## src/rtl/serializer_18_if.sv

```systemverilog
// Parallel-in / serial-out handshake bundle for serializer_18.
interface serializer_18_if #(
  parameter int WIDTH = 4
);
  logic             load;
  logic [WIDTH-1:0] d;
  logic             ready;
  logic             sout;
  logic             sout_valid;
  logic             done;

  modport master (output load, d, input ready, sout, sout_valid, done);
  modport slave  (input load, d, output ready, sout, sout_valid, done);
endinterface

```

## src/rtl/serializer_18.sv

```systemverilog
// MSB-first parallel-to-serial converter. State changes on the falling
// edge of ck. A new word may be taken in the last-bit cycle, so frames
// stream back to back with no gap.
module serializer_18 #(
  parameter int WIDTH = 4
) (
  input  logic              ck,
  input  logic              rst,
  serializer_18_if.slave    bus
);
  localparam int CW = $clog2(WIDTH);

  typedef enum logic {IDLE = 1'b0, SHIFT = 1'b1} state_t;

  state_t           state;
  logic [WIDTH-1:0] sreg;
  logic [CW-1:0]    cnt;
  logic             valid_r;
  logic             done_r;
  logic             ready_r;

  // The shift register drains toward the MSB, so sout is always its top bit
  // and reads 0 whenever the register has been cleared in IDLE.
  assign bus.sout       = sreg[WIDTH-1];
  assign bus.sout_valid = valid_r;
  assign bus.done       = done_r;
  assign bus.ready      = ready_r;

  // FSM with registered flags: ready/done are precomputed one edge ahead,
  // so they are high together only while the last bit is on sout.
  always_ff @(negedge ck) begin
    if (rst) begin
      state   <= IDLE;
      sreg    <= '0;
      cnt     <= '0;
      valid_r <= 1'b0;
      done_r  <= 1'b0;
      ready_r <= 1'b1;
    end else if (bus.load && ready_r) begin
      // Accept from IDLE or from the last-bit cycle of a running frame.
      state   <= SHIFT;
      sreg    <= bus.d;
      cnt     <= CW'(WIDTH - 1);
      valid_r <= 1'b1;
      done_r  <= 1'b0;
      ready_r <= 1'b0;
    end else if (state == SHIFT) begin
      if (cnt == '0) begin
        state   <= IDLE;
        sreg    <= '0;
        valid_r <= 1'b0;
        done_r  <= 1'b0;
        ready_r <= 1'b1;
      end else begin
        sreg    <= {sreg[WIDTH-2:0], 1'b0};
        cnt     <= cnt - CW'(1);
        valid_r <= 1'b1;
        done_r  <= (cnt == CW'(1));
        ready_r <= (cnt == CW'(1));
      end
    end
  end
endmodule
```

## src/flat_wrapper.sv

```systemverilog
// flat-port wrapper written by rule: the top's interface ports become plain ports
module serializer_18_flat 
#(
  parameter int WIDTH = 4
)
  (ck, rst, bus_load, bus_d, bus_ready, bus_sout, bus_sout_valid, bus_done);
  serializer_18_if #(.WIDTH(WIDTH)) bus_i ();
  input  logic ck;
  input  logic rst;
  input wire logic [$bits(bus_i.load)-1:0] bus_load;
  input wire logic [$bits(bus_i.d)-1:0] bus_d;
  output wire logic [$bits(bus_i.ready)-1:0] bus_ready;
  output wire logic [$bits(bus_i.sout)-1:0] bus_sout;
  output wire logic [$bits(bus_i.sout_valid)-1:0] bus_sout_valid;
  output wire logic [$bits(bus_i.done)-1:0] bus_done;
  assign bus_i.load = bus_load;
  assign bus_i.d = bus_d;
  assign bus_ready = bus_i.ready;
  assign bus_sout = bus_i.sout;
  assign bus_sout_valid = bus_i.sout_valid;
  assign bus_done = bus_i.done;
  serializer_18 #(.WIDTH(WIDTH)) u_core (.ck(ck), .rst(rst), .bus(bus_i));
endmodule
```

## config.mk

```make
export PLATFORM = sky130hd
export DESIGN_NAME = serializer_18_flat
export DESIGN_NICKNAME = d
export VERILOG_FILES = /design/src/rtl/serializer_18_if.sv /design/src/rtl/serializer_18.sv /design/src/flat_wrapper.sv
export SDC_FILE = /design/constraint.sdc
export NUM_CORES = 1
export LEC_CHECK = 0
export CAP_MARGIN = 10
export CORE_MARGIN = 2
export CORE_UTILIZATION = 32
export DETAILED_ROUTE_END_ITERATION = 8
export MAX_ROUTING_LAYER = met4
export PLACE_DENSITY = 0.55
export SYNTH_ARGS = -nofsm -noshare
export SYNTH_HDL_FRONTEND = slang
export SYNTH_SLANG_ARGS = --single-unit
```

## constraint.sdc

```tcl
create_clock -name ck -period 3.76 [get_ports ck]
set_clock_uncertainty 0.15 [all_clocks]
set_input_delay 0.376 -clock ck [delete_from_list [all_inputs] [get_ports ck]]
set_output_delay 0.376 -clock ck [all_outputs]
set_load 0.02 [all_outputs]
```

# Yosys cells after proc, flatten, opt, wreduce, memory -nomap -nowiden
# Cells that the tools add are included.
# op_classes
n_mul,0
div,0
n_bitwise,0
shift,0
n_addsub,1
order_cmp,0
mux,15
n_reduce_logical,5
n_eq_ne,2
# ops
operator,count
$mux 4,3
$mux 1,9
$mux 2,3
$eq 2x1->1 const B,1
$logic_not 2->1,1
$ne 2x1->1 const B,1
$reduce_and 2->1,1
$reduce_bool 2->1,1
$reduce_or 2->1,1
$sub 2x1->2 const B,1
$logic_and 1x1->1,1
# totals
latchBits,0
mem_bits_rw,0
romBits,0
in_bits,7
wordCells,29
out_inout_bits,4
register_bits,10
n_memories,0

# Depth between registers and ports, before layout
# Gate-level depths: netlist (run 1).
# depth
word_depth,4
depth_mapped,5

==> results.toml, run 1 <==
[status]
status = "finished, final reports clean"

[logic_synthesis]
synth_common_cells = "10 x dfxtp_1, 5 x a21oi_1, 5 x inv_1"
synth_cells = 48
syn_nets = 58
ys_top_cells_by_area = "dfxtp_1 44%, ha_1 8.2%, mux2i_1 6.6%"
synth_seq_cells = 10
muxShareOfSynthArea_pct = 9.863
ys_seq_area_share_pct = 43.84
yosysTopAreaCell = "dfxtp_1"
syn_area_sq_um = 456.7
synth_ff_type = "dfxtp_1"
syn-mean-instance-area_sq_um = 9.514
synth_top_area_share_pct = 43.84
synth_warnings = 0
ys_types = 21
synth_edf_count = 0
yosysMostFrequentCell = "dfxtp_1"
synthXorXnorAreaFrac_pct = 1.918
synth-simple-area-share_pct = 13.97
synthArstFlopShare_pct = 0
synth_top_family_by_area = "compound AO/OA/AOI/OAI gates"
synth-compound-area-share_pct = 17.26
synth_adder_area_share_pct = 8.219

[grt]
grt_antenna_before_repair = 0
grt_max_degree = 11
grt_pass1_vias = 421
grt_overflow_total = 0
grt_pass1_wl_microns = 1780
track_usage_pct = 13.75

[sta]
worst_pin_slew_ns = 0.3220
worst_slack_ns = 0.07396
timing.slew.headroom_pct = 78.41
hold_viol = 0
setup_viol = 0
setup_tns_ns = 0
final_max_slew_viol_count = 0
rsz0062_at_grt = "false"

[worst_setup_path]
r2r_end = "u_core.cnt[1]$_SDFFE_NP0P_"
crit_fanout = 2
cp_cell_sequence = "clkdlybuf4s50_1"
cp_slowest_stage_delay_ns = 0.61
startpoint = "u_core.sreg[3]$_SDFFE_NP0P_"
worstReg2RegStart = "u_core.cnt[0]$_SDFFE_NP0P_"
reg2reg_depth = 5
path_class = "register to output port"
arrival_ns = 3.16
ff2ff_setup_slack_ns = 2.27
startpoint_type = "register"
slowest_stage = "clkdlybuf4s50_1"
end_kind = "output port"
crit_required_ns = 3.23
path_delay_family = "buffers and inverters"
critical_path_buf_inv_count = 1

[routing]
wirelength_microns = 956
drc = 0
post_drt_wl_per_cell_microns = 11.12
drt_first_iter_violations = 3
ant_nets = 0
viasPerCell = 4.570
vias = 393
dr.pass1.iters = 4

[cells_and_area]
nets = 82
syn2layout_area_growth_pct = 40.00
drive_gt1_share_pct = 11.27
diodes = 0

[clocking]
cts_root_buf = "clkbuf_4"
cts_htree_levels = 1
clk_pin_slew_ns = 0.05
cts_inserted_buffers = 3
cts_max_path_buffers = 2
cts_sinks = 10
insertion_delay_ns = 0.33
cts_tree = "built"
cts_setup_buffers = 0

[place]
place_hpwl_microns = 621.1
post-place-ws_ns = 0.1984
finalWeightedCongestion = 0.7261
port_buffers = 10

[floorplan]
start_util_pct = 34.66
die_x_microns = 41.78
die_area_sq_um = 1745
io_pins = 11
core_sq_um = 1318
fp.dieH_microns = 41.78
fp-row-count = 13

[min_path]
whs_path_depth = 2
hold_path_class = "register to register"
worst_hold_startpoint = "u_core.sreg[1]$_SDFFE_NP0P_"
hold_path_end = "u_core.sreg[1]$_SDFFE_NP0P_"

[power_and_ir_drop]
vdd_ir_drop_max_mv = 0.2179
p_per_area_nw_per_um2 = 473.1
total_leakage_power_nw = 0.2956

[job]
cap_violations = 0
-- where the power goes --
part           leakage, nW   total, W  switching, W  internal [W]
logic                0.146  0.0000575     0.0000276     0.0000299
registers           0.0826   0.000125    0.00000807      0.000117
clock network       0.0671   0.000120     0.0000674     0.0000529
-- layer usage --
metal,vias up,share of wire [%],GRT usage (%)
met5,-,0,-
met4,0,0.52,7.742
met3,2,6.4,7.826
met2,11,42,18.13
met1,170,51,16.09
li1,210,-,-
-- cell families after synthesis --
family | count (synthesis)
adders and majority gates | 3
muxes | 4
xor gates and xnor gates | 1
and+or+nand+nor | 11
AOI/OAI and AO/OA | 13
DFF | 10
buffers and inverters | 6
-- area by class of cell --
class                           count  area [sq um]
Clock buffer                        3         22.52
Tap cell                           15         18.77
Clock inverter                     11         42.54
Multi-Input combinational cell     32         234.0
Timing Repair Buffer               11         106.4
Inverter                            4         15.01
Sequential cell                    10         200.2
Fill cell                         140         678.2
-- metrics by stage --
step                cell area [sq um]  cells  power [W]  utilization (%)  hold WS, ns
finish                          639.4     86  0.0003025            48.53       0.3134
global route                    639.4     86  0.0003294            48.53       0.3561
CTS                             639.4     86  0.0003116            48.53       0.3184
detailed placement              579.3     73  0.0002021            43.97       0.3102
global placement                579.3     73  0.0002022            43.97       0.3015
floorplan                       456.7     48  0.0001797                -       0.2748
-- state kept, by name (all words and copies together), names as in the netlist --
register               count
u_core.sreg                4
u_core.bus.sout_valid      1
u_core.cnt                 2
u_core.state               1
u_core.bus.done            1
u_core.bus.ready           1
-- layout by cell type (no fill, tap or decap), drive strengths merged, types with 2 or more instances in the layout --
cell type / netlist / final
a21oi: 5 / 5
a211oi: 2 / 2
o21ai: 3 / 3
nand3: 2 / 2
mux2i: 3 / 3
nand2: 4 / 4
inv: 5 / 14
ha: 3 / 3
clkdlybuf4s50: 0 / 9
dfxtp: 10 / 10
clkbuf: 1 / 3
-- worst max path at each step --
| stage | end | slack [ns] | cells past startpoint |
|---|---|---|---|
| after floorplan | u_core.sreg[1]$_SDFFE_NP0P_ | 0.78 | 4 |
| after global placement | u_core.sreg[2]$_SDFFE_NP0P_ | 0.23 | 4 |
| after detailed placement | u_core.sreg[1]$_SDFFE_NP0P_ | 0.20 | 4 |
| after CTS | bus_sout | 0.06 | 1 |
| after global routing | bus_done | 0.02 | 1 |
| final | bus_sout | 0.07 | 1 |
-- repair_timing --
item,CTS,global route
hold buffers,0,0
gates resized for setup,1,0
endpoints found under the setup margin,1,0
-- tightest hold or removal path: cells and delay by family (launching register included) --
kind	cells	cell delay, ns
AND/OR/NAND/NOR	1	0.05
flip-flops	1	0.32
AO/OA/AOI/OAI	1	0.06
Power figures use the tool's default switching activity.
==> inputs of run 2 (changes only) <==
- clock period: 3.76 -> 3.8 ns (I/O delays scaled with it)
==> results.toml, run 2 (synthesis results as in run 1) <==
[worst_setup_path]
startpoint_type = "register"
r2r_end = "u_core.cnt[1]$_SDFFE_NP0P_"
crit_required_ns = 3.27
critical_path_buf_inv_count = 1
crit_fanout = 2
cp_slowest_stage_delay_ns = 0.61
end_kind = "output port"
reg2reg_depth = 5
slowest_stage = "clkdlybuf4s50_1"
path_class = "register to output port"
ff2ff_setup_slack_ns = 2.31
worstReg2RegStart = "u_core.cnt[0]$_SDFFE_NP0P_"
cp_cell_sequence = "clkdlybuf4s50_1"
arrival_ns = 3.18
path_delay_family = "buffers and inverters"

[grt]
grt_pass1_vias = 409
track_usage_pct = 13.36
use_met3_pct = 7.391
grt_overflow_total = 0
met1_usage_pct = 16.05
grt_antenna_before_repair = 0
grt_pass1_wl_microns = 1731
gr-usage-met2_pct = 16.88
top_usage_layer = "met2"
grt_max_degree = 11

[min_path]
worst_hold_startpoint = "u_core.sreg[1]$_SDFFE_NP0P_"
whs_path_depth = 2
hold_path_end = "u_core.sreg[1]$_SDFFE_NP0P_"
hold_path_class = "register to register"

[routing]
viasPerCell = 4.558
vias = 392
dr.pass1.iters = 4
drt_first_iter_violations = 4
ant_nets = 0
wirelength_microns = 950
post_drt_wl_per_cell_microns = 11.05
drc = 0

[floorplan]
die_x_microns = 41.78
io_pins = 11
fp.dieH_microns = 41.78
start_util_pct = 34.66
core_sq_um = 1318
die_area_sq_um = 1745
fp-row-count = 13

[sta]
final_max_slew_viol_count = 0
worst_slack_ns = 0.08981
worst_pin_slew_ns = 0.3022
timing.slew.headroom_pct = 79.73
setup_viol = 0
setup_tns_ns = 0
hold_viol = 0
rsz0062_at_grt = "false"

[clocking]
cts_sinks = 10
clk_pin_slew_ns = 0.05
cts_root_buf = "clkbuf_4"
cts_setup_buffers = 0
cts_htree_levels = 1
cts_max_path_buffers = 2
cts_resized = 1
cts_inserted_buffers = 3
insertion_delay_ns = 0.33
cts_tree = "built"
cts.hold.buffers_added = 0

[cells_and_area]
syn2layout_area_growth_pct = 40.00
largest_registers = "u_core.sreg (4), u_core.cnt (2)"
finish.instance_area_sq_um = 639.4
final_cell_mix = "14 x inv_1, 10 x dfxtp_1, 9 x clkdlybuf4s50_1"
final_common_cell = "inv_1"
top_register = "u_core.sreg"
nets = 82
drive_gt1_share_pct = 11.27
fin_util_pct = 48.53
diodes = 0
largest_reg_flops = 4

[power_and_ir_drop]
vdd_ir_drop_max_mv = 0.2155
p_per_area_nw_per_um2 = 469.3
power_w = 0.0003000
total_leakage_power_nw = 0.2956

[place]
post-place-ws_ns = 0.2151
port_buffers = 10
place_hpwl_microns = 621.1
finalWeightedCongestion = 0.7261
dpl_cell_area_sq_um = 579.3

[status]
status = "finished, final reports clean"

[job]
cap_violations = 0
run 2: cell counts in the layout (fill, tap and decap cells not counted):
Identical to the previous run, type by type.
run 2: routing by layer:
metal	vias up	part of all wire [%]
met2	13	41
met4	0	0.53
met5	-	0
li1	210	-
met1	167	50
met3	2	7.5
run 2: report_power, final:
part           internal (W)  switching (W)
combinational     0.0000296      0.0000273
clock             0.0000523      0.0000676
sequential         0.000115     0.00000793
run 2: cell type report:
cell class / instances / area (sq um)
Clock buffer: 3 / 22.52
Clock inverter: 11 / 42.54
Fill cell: 143 / 678.2
Inverter: 4 / 15.01
Multi-Input combinational cell: 32 / 234.0
Sequential cell: 10 / 200.2
Tap cell: 15 / 18.77
Timing Repair Buffer: 11 / 106.4
run 2: per-stage QoR:
step	std cells	hold slack (ns)
after CTS	86	0.3184
after global routing	86	0.3526
after detailed placement	73	0.3102
after floorplan	48	0.2748
final	86	0.3127
after global placement	73	0.3015
run 2: worst max path at each step:
stage,slack (ns),from,cells after the start,to
final,0.09,u_core.sreg[3]$_SDFFE_NP0P_,1,bus_sout
after global routing,0.04,u_core.bus.done$_SDFFE_NP0P_,1,bus_done
after CTS,0.07,u_core.sreg[3]$_SDFFE_NP0P_,1,bus_sout
after detailed placement,0.22,bus_load,4,u_core.sreg[1]$_SDFFE_NP0P_
after global placement,0.25,bus_load,4,u_core.sreg[2]$_SDFFE_NP0P_
after floorplan,0.79,rst,4,u_core.sreg[1]$_SDFFE_NP0P_
run 2: worst reg2reg max path: cells and delay by family (launching register included):
family	cells	cell delay, ns
AO/OA/AOI/OAI	1	0.13
adder cells (fa/ha/maj)	1	0.24
buffers and inverters	1	0.08
flip-flops	1	0.36
multiplexers	1	0.31
AND/OR/NAND/NOR	1	0.16
==> inputs of run 3 (changes only) <==
- CAP_MARGIN: 10 -> 25
- REMOVE_ABC_BUFFERS: not set -> 1
==> results.toml, run 3 (synthesis results as in run 1) <==
[status]
status = "finished, final reports clean"

[worst_setup_path]
startpoint_type = "register"
crit_fanout = 2
cp_slowest_stage_delay_ns = 0.61
critical_path_buf_inv_count = 1
path_delay_family = "buffers and inverters"
path_class = "register to output port"
crit_required_ns = 3.27
reg2reg_depth = 5
cp.depth = 1
slowest_stage = "clkdlybuf4s50_1"
arrival_ns = 3.16
cp_cell_sequence = "clkdlybuf4s50_1"
end_kind = "output port"

[clocking]
cts_tree = "built"
cts_sinks = 10
cts_root_buf = "clkbuf_4"
cts_htree_levels = 1
clk_pin_slew_ns = 0.04
cts.hold.buffers_added = 0
cts_max_path_buffers = 2
insertion_delay_ns = 0.33
cts_inserted_buffers = 3

[grt]
grt_max_degree = 11
grt_overflow_total = 0
track_usage_pct = 12.53
grt_antenna_before_repair = 0
grt_pass1_vias = 430
grt_pass1_wl_microns = 1621

[cells_and_area]
syn2layout_area_growth_pct = 38.90
diodes = 0
regArea_sq_um = 200.2
drive_gt1_share_pct = 10.00
finish.instance_area_sq_um = 634.4
final_common_cell = "inv_1"
largest_reg_flops = 4
final_cell_mix = "14 x inv_1, 10 x dfxtp_1, 9 x clkdlybuf4s50_1"
n_fill_cell = 139
multi_input_area_sq_um = 234.0
nets = 82
fin_util_pct = 48.15
largest_registers = "u_core.sreg (4), u_core.cnt (2)"
top_register = "u_core.sreg"

[routing]
drt_first_iter_violations = 2
wirelength_microns = 947
post_drt_wl_per_cell_microns = 11.14
dr.pass1.iters = 2
ant_nets = 0
drc = 0
vias = 401
viasPerCell = 4.718

[sta]
timing.slew.headroom_pct = 79.35
final_max_slew_viol_count = 0
rsz0062_at_grt = "false"
worst_slack_ns = 0.1064
setup_viol = 0
worst_pin_slew_ns = 0.3079
hold_ws_ns = 0.3132
setup_tns_ns = 0
hold_viol = 0

[power_and_ir_drop]
total_leakage_power_nw = 0.2955
vdd_ir_drop_max_mv = 0.2491
p_per_area_nw_per_um2 = 463.3

[place]
finalWeightedCongestion = 0.7314
port_buffers = 10
place_hpwl_microns = 644.8
dpl_cell_area_sq_um = 579.3
post-place-ws_ns = 0.2170

[floorplan]
fp.dieH_microns = 41.78
start_util_pct = 34.66
die_x_microns = 41.78
core_sq_um = 1318
die_area_sq_um = 1745
io_pins = 11
fp-row-count = 13

[job]
cap_violations = 0

[min_path]
whs_path_depth = 2
hold_path_class = "register to register"
run 3: changes by cell type in the layout (fill, tap and decap cells not counted):
cell        previous run  this run
clkinvlp_2             1         0
run 3: power breakdown:
part	internal, W	switching [W]
registers	0.000115	0.00000771
clock network	0.0000505	0.0000638
logic	0.0000295	0.0000270
total	0.000195	0.0000985
run 3: timing repair:
item                                    CTS  global route
gates resized for setup                   1             0
buffers inserted                          0             0
endpoints found under the setup margin    1             0
run 3: path summary, 6_finish.rpt:
| check | start | end | slack [ns] |
|---|---|---|---|
| worst max-delay path | u_core.bus.done$_SDFFE_NP0P_ | bus_done | 0.11 |
| worst min-delay path | u_core.sreg[0]$_SDFFE_NP0P_ | u_core.sreg[0]$_SDFFE_NP0P_ | 0.31 |
| worst max register to register | u_core.cnt[0]$_SDFFE_NP0P_ | u_core.cnt[1]$_SDFFE_NP0P_ | 2.30 |
| worst min register to register | u_core.sreg[0]$_SDFFE_NP0P_ | u_core.sreg[0]$_SDFFE_NP0P_ | 0.31 |
run 3: layout make-up:
class                   count  area share, %
well taps                  15          2.959
flip-flops and latches     10          31.56
clock inverters            10          5.917
inverters                   4          2.367
repair buffers             11          16.77
multi-input cells          32          36.88
clock buffers               3          3.550
run 3: stage by stage:
| step | total power (W) | cells |
|---|---|---|
| floorplan | 0.0001767 | 47 |
| global placement | 0.0002002 | 73 |
| detailed placement | 0.0001996 | 73 |
| CTS | 0.0003067 | 85 |
| global route | 0.0003232 | 85 |
| finish | 0.0002939 | 85 |
run 3: routing by layer:
layer  global-route usage [%]  part of all wire [%]
met1                    13.42                    48
met2                    15.94                    45
met3                    10.00                   7.6
met4                    7.097                     0
met5                        -                     0
run 3: worst min-delay path, cell delays in order, from the launching register on:
cell and delay, ns:
dfxtp_1 0.30, nand3_1 0.06, a21oi_1 0.05
